<file path="config.mk">
export PLATFORM = sky130hd
export DESIGN_NAME = instr_fetch_receiver
export DESIGN_NICKNAME = d
export VERILOG_FILES = /design/src/rtl/instr_fetch_receiver.sv
export SDC_FILE = /design/constraint.sdc
export NUM_CORES = 1
export LEC_CHECK = 0
export CAP_MARGIN = 10
export CELL_PAD_IN_SITES_DETAIL_PLACEMENT = 1
export CELL_PAD_IN_SITES_GLOBAL_PLACEMENT = 1
export CORE_ASPECT_RATIO = 0.5
export CORE_MARGIN = 8
export CORE_UTILIZATION = 30
export DETAILED_ROUTE_END_ITERATION = 7
export PLACE_DENSITY_LB_ADDON = 0.1
export SLEW_MARGIN = 10
export SYNTH_ARGS = -nofsm -noshare
export SYNTH_HDL_FRONTEND = slang
export SYNTH_SLANG_ARGS = --single-unit
</file>
<file path="constraint.sdc">
create_clock -name t_clk -period 3.05 [get_ports t_clk]
set_input_delay 0.61 -clock t_clk [delete_from_list [all_inputs] [get_ports t_clk]]
set_output_delay 0.61 -clock t_clk [all_outputs]
set_load 0.02 [all_outputs]
</file>
<file path="src/rtl/instr_fetch_receiver.sv">
// Requesting side of the syn/ack instruction link.
// Issues one request at a time and buffers returned words for the core.
module instr_fetch_receiver #(
    parameter int IWIDTH     = 32,
    parameter int FIFO_DEPTH = 4,
    parameter int TIMEOUT    = 16
) (
    input  logic                              t_clk,
    input  logic                              t_rst,
    input  logic                              r_i_enable,
    input  logic                              r_i_flush,
    output logic                              r_o_syn,
    input  logic                              r_i_ack,
    input  logic [IWIDTH-1:0]                 r_i_instr,
    output logic                              r_o_valid,
    output logic [IWIDTH-1:0]                 r_o_instr,
    input  logic                              r_i_ready,
    output logic [$clog2(FIFO_DEPTH+1)-1:0]   r_o_count,
    output logic                              r_o_timeout
);

    localparam int AW = $clog2(FIFO_DEPTH);
    localparam int CW = $clog2(FIFO_DEPTH + 1);
    localparam int TW = $clog2(TIMEOUT);

    typedef enum logic [1:0] {
        IDLE = 2'd0,
        REQ  = 2'd1,
        REL  = 2'd2
    } state_t;

    state_t state;
    state_t state_n;

    logic [AW-1:0]     wr_ptr;
    logic [AW-1:0]     rd_ptr;
    logic [CW-1:0]     count;
    logic [IWIDTH-1:0] mem [FIFO_DEPTH];

    logic [TW-1:0]     tmr;
    logic [TW-1:0]     tmr_n;
    logic              discard;
    logic              discard_n;
    logic              set_tmo;

    logic              in_req;
    logic              push;
    logic              pop;
    logic              has_space;

    assign r_o_valid = (count != '0);
    assign r_o_count = count;
    assign r_o_instr = mem[rd_ptr];

    // FIFO handshake qualifiers; flush cancels both sides of the cycle
    always_comb begin
        in_req    = (state == REQ);
        pop       = r_o_valid & r_i_ready & ~r_i_flush;
        push      = in_req & r_i_ack & ~discard & ~r_i_flush;
        has_space = (count - CW'(pop)) < CW'(FIFO_DEPTH);
    end

    // Request FSM next state, timer and discard bookkeeping
    always_comb begin
        state_n   = state;
        tmr_n     = tmr;
        discard_n = discard;
        set_tmo   = 1'b0;
        unique case (state)
            IDLE: begin
                if (r_i_enable && !r_i_flush && has_space) begin
                    state_n = REQ;
                    tmr_n   = '0;
                end
            end
            REQ: begin
                tmr_n = tmr + 1'b1;
                if (r_i_flush) begin
                    discard_n = 1'b1;
                end
                if (r_i_ack) begin
                    state_n   = REL;
                    discard_n = 1'b0;
                end else if (tmr == TW'(TIMEOUT - 1)) begin
                    state_n   = REL;
                    discard_n = 1'b0;
                    set_tmo   = 1'b1;
                end
            end
            REL: begin
                state_n = IDLE;
            end
            default: begin
                state_n = IDLE;
            end
        endcase
    end

    // FSM state, registered syn and sticky timeout flag
    always_ff @(posedge t_clk or negedge t_rst) begin
        if (!t_rst) begin
            state       <= IDLE;
            tmr         <= '0;
            discard     <= 1'b0;
            r_o_syn     <= 1'b0;
            r_o_timeout <= 1'b0;
        end else begin
            state       <= state_n;
            tmr         <= tmr_n;
            discard     <= discard_n;
            r_o_syn     <= (state_n == REQ);
            r_o_timeout <= r_o_timeout | set_tmo;
        end
    end

    // FIFO pointers and occupancy; flush empties the buffer
    always_ff @(posedge t_clk or negedge t_rst) begin
        if (!t_rst) begin
            wr_ptr <= '0;
            rd_ptr <= '0;
            count  <= '0;
        end else if (r_i_flush) begin
            wr_ptr <= '0;
            rd_ptr <= '0;
            count  <= '0;
        end else begin
            if (push) begin
                wr_ptr <= wr_ptr + 1'b1;
            end
            if (pop) begin
                rd_ptr <= rd_ptr + 1'b1;
            end
            count <= count + CW'(push) - CW'(pop);
        end
    end

    // FIFO storage; cleared on reset so the head reads zero
    always_ff @(posedge t_clk or negedge t_rst) begin
        if (!t_rst) begin
            for (int i = 0; i < FIFO_DEPTH; i++) begin
                mem[i] <= '0;
            end
        end else if (push) begin
            mem[wr_ptr] <= r_i_instr;
        end
    end

endmodule

</file>
==> results.toml <==
[clock_tree]
cts_tree = "done"
cts_made_buffers = 17
cts_hold_buffers = 0
worst_setup_hold_path_clk_slew_ns = 0.06
clock_path_buffers = 2
clkSinkCount = 144
cts_root_buf = "sky130_fd_sc_hd__clkbuf_16"
post-cts-setup-buffer-count = 0
cts_repair_resize_count = 0
worst_skew_pair.late_latency_ns = 0.43
cts.htree.levels = 4

[critical_path]
cp_data_required_time_ns = 2.44
cp.arrival_ns = 2.28
cp-end-kind = "primary output"
worst_setup_path_start_kind = "flop"
worstPathMaxFanout = 16
criticalPathCategory = "reg -> out"

[yosys]
yosysSeqAreaShare_pct = 52.2
synthesis.instances = 391
yosysWarnings = 0
synth_area_per_cell_um2 = 17.6
yosys_most_used_dff = "sky130_fd_sc_hd__dfrtp_1"
synth.net_count = 437
synth_area_leader_cell = "sky130_fd_sc_hd__dfrtp_1"
postSynthRegisterBits = 144
netlist_area_um2 = 6900
yosys_top_cell_area_share_pct = 52.2
ys_top_cells_by_area = "sky130_fd_sc_hd__dfrtp_1 (52%), sky130_fd_sc_hd__mux2_4 (26%), sky130_fd_sc_hd__mux4_2 (10%)"
synth-async-reset-ratio_pct = 100
synth-edff-count = 0
yosys.cell_types.count = 31

[detailed_routing]
postRouteAntennaNets = 0
avgViaCountPerCell = 4.50
finalWirelength_um = 15400
drc_errors = 0
routed_wire_length_per_instance_um = 19.2
routed-wl-met3_um = 458
routed.top_layer = "met4"
route.met2.wl_um = 7090
drt_pass1_iterations = 4
route.vias.total = 3597
first_iter_violations = 151
wirelength_met1_um = 7630

[placement]
port-buffer-count = 75
detailedPlace.worstSlack_ns = 0.238
postPlaceCellArea_um2 = 8070
dp.cells = 768
post-dp-hpwl_um = 9820
gp_routability_congestion = 0.660

[die]
core.rowCount = 39
design.core.area_um2 = 22700
die_outline_area_um2 = 28400
die_h_um = 123
fp.dieW_um = 230
floorplan.io_pins = 76
floorplan.initialDensity_pct = 30.4

[layout]
antennaDiodeCount = 0
stdcell_area_um2 = 8710
layout-area-overhead-vs-synth_pct = 26.3
n_fill_cell = 2274
sequential_cell_area_um2 = 3610
final_layout_size_suffix_gt1_share_pct = 43.6
nNetsFinal = 526
most_frequent_cells_in_the_layout = "sky130_fd_sc_hd__dfrtp_1 (142), sky130_fd_sc_hd__mux2_4 (120), sky130_fd_sc_hd__clkdlybuf4s50_1 (74)"
post_layout_nonfiller_instances = 800
mostFrequentLayoutCell = "sky130_fd_sc_hd__dfrtp_1"
multiInputGateArea_um2 = 3090

[timing]
timing.final.crit_share_pct = 94.7
tightestPinTransition_ns = 0.645
final-setup-viol-count = 0
slew_headroom_pct = 57.0
final_critical_path_setup_slack_ns = 0.162
tns_ns = 0
rsz_0062_raised_after_global_routing = "false"
final-max-slew-violation-count = 0
timing_hold_violations_final = 0
max_freq_mhz = 346
final_period_minus_worst_setup_slack_ns = 2.89
clock-skew-final_ns = 0.00530

[hold_path]
hold_path_class = "in -> async"

[status]
outcome = "complete, no violations"

[grt]
overflow = 0
grt_first_pass_wirelength_um = 25200
first_global_vias = 4062
grt_max_degree = 65
initial_antenna_violation_count = 0
groute.usage.overall_pct = 11.7

[power_and_ir_drop]
power.density_nw_per_um2 = 826
ir_worst_vdd_uv = 370
power_w = 0.00719
total_leakage_power_nw = 4.33

[run]
drv_cap = 0
-- power by group --
part	switching [W]	internal [W]
logic	0.00101	0.00140
clock network	0.000823	0.00149
registers	0.000223	0.00225
-- area by class of cell --
cell class / count / share of cell area [%]
sequential: 144 / 41.4
multi-input combinational: 220 / 35.5
timing repair buffer: 92 / 11.1
clock buffer: 21 / 5.29
tap: 307 / 4.41
clock inverter: 11 / 2.13
inverter: 5 / 0.215
-- routing by layer --
| layer | track usage [%] | vias up |
|---|---|---|
| met5 | 0 | - |
| met4 | 4.61 | 0 |
| met3 | 3.44 | 13 |
| met2 | 17.6 | 36 |
| met1 | 15.8 | 1933 |
| li1 | - | 1615 |
-- cell families after synthesis --
kind of cell | count (synthesis) | synth area share (%)
muxes | 161 | 38.0
xor gates and xnor gates | 4 | 0.508
and+or+nand+nor | 33 | 3.45
AOI/OAI and AO/OA | 14 | 1.25
buffers and inverters | 27 | 2.97
adders and majority gates | 8 | 1.56
DFF | 144 | 52.2
-- worst max-delay path, cell delays in order (launching register included) --
cell	delay [ns]
sky130_fd_sc_hd__dfrtp_2	0.38
sky130_fd_sc_hd__buf_4	0.33
sky130_fd_sc_hd__mux4_2	0.57
sky130_fd_sc_hd__clkdlybuf4s50_1	0.56
-- through the flow --
| stage | hold WS, ns | utilization [%] |
|---|---|---|
| 2_1_floorplan | 0.314 | - |
| 5_1_grt | 0.194 | 38.4 |
| 4_1_cts | 0.180 | 38.4 |
| 3_3_place_gp | 0.458 | 35.5 |
| 6_report | 0.155 | 38.4 |
| 3_5_place_dp | 0.459 | 35.5 |
-- synth_stat cells, types with 2 or more instances --
cell and count:
sky130_fd_sc_hd__nor2b_1 4, sky130_fd_sc_hd__buf_2 5, sky130_fd_sc_hd__nand3_1 2, sky130_fd_sc_hd__dfrtp_1 144
sky130_fd_sc_hd__a21oi_1 4, sky130_fd_sc_hd__ha_1 7, sky130_fd_sc_hd__nand2b_1 3, sky130_fd_sc_hd__xor2_1 3
sky130_fd_sc_hd__buf_6 13, sky130_fd_sc_hd__o21ai_0 5, sky130_fd_sc_hd__inv_1 5, sky130_fd_sc_hd__nand3b_4 4
sky130_fd_sc_hd__a21o_1 2, sky130_fd_sc_hd__mux2_4 120, sky130_fd_sc_hd__mux2_2 8, sky130_fd_sc_hd__mux4_2 32
sky130_fd_sc_hd__or3_1 2, sky130_fd_sc_hd__nor2_1 9, sky130_fd_sc_hd__nand2_1 4, sky130_fd_sc_hd__clkbuf_1 4
-- registers in the layout, summed over array words and instances, names as in the netlist --
register / flops
mem: 128
tmr: 4
state: 2
wr_ptr: 2
rd_ptr: 2
r_o_timeout: 1
r_o_syn: 1
discard: 1
r_o_count: 3
-- worst paths after layout --
path | startpoint | endpoint | slack [ns] | depth (start not counted)
worst max register to register | r_o_count[1] | r_o_count[2] | 0.66 | 10
min in group t_clk | r_o_timeout | r_o_timeout | 0.47 | 1
worst min-delay path | t_rst | mem[58] | 0.16 | 1
worst min register to register | r_o_timeout | r_o_timeout | 0.47 | 1
worst max-delay path | rd_ptr[0] | r_o_instr[27] | 0.16 | 3
max in group asynchronous | t_rst | mem[108] | 2.20 | 2
Power figures use the tool's default switching activity.
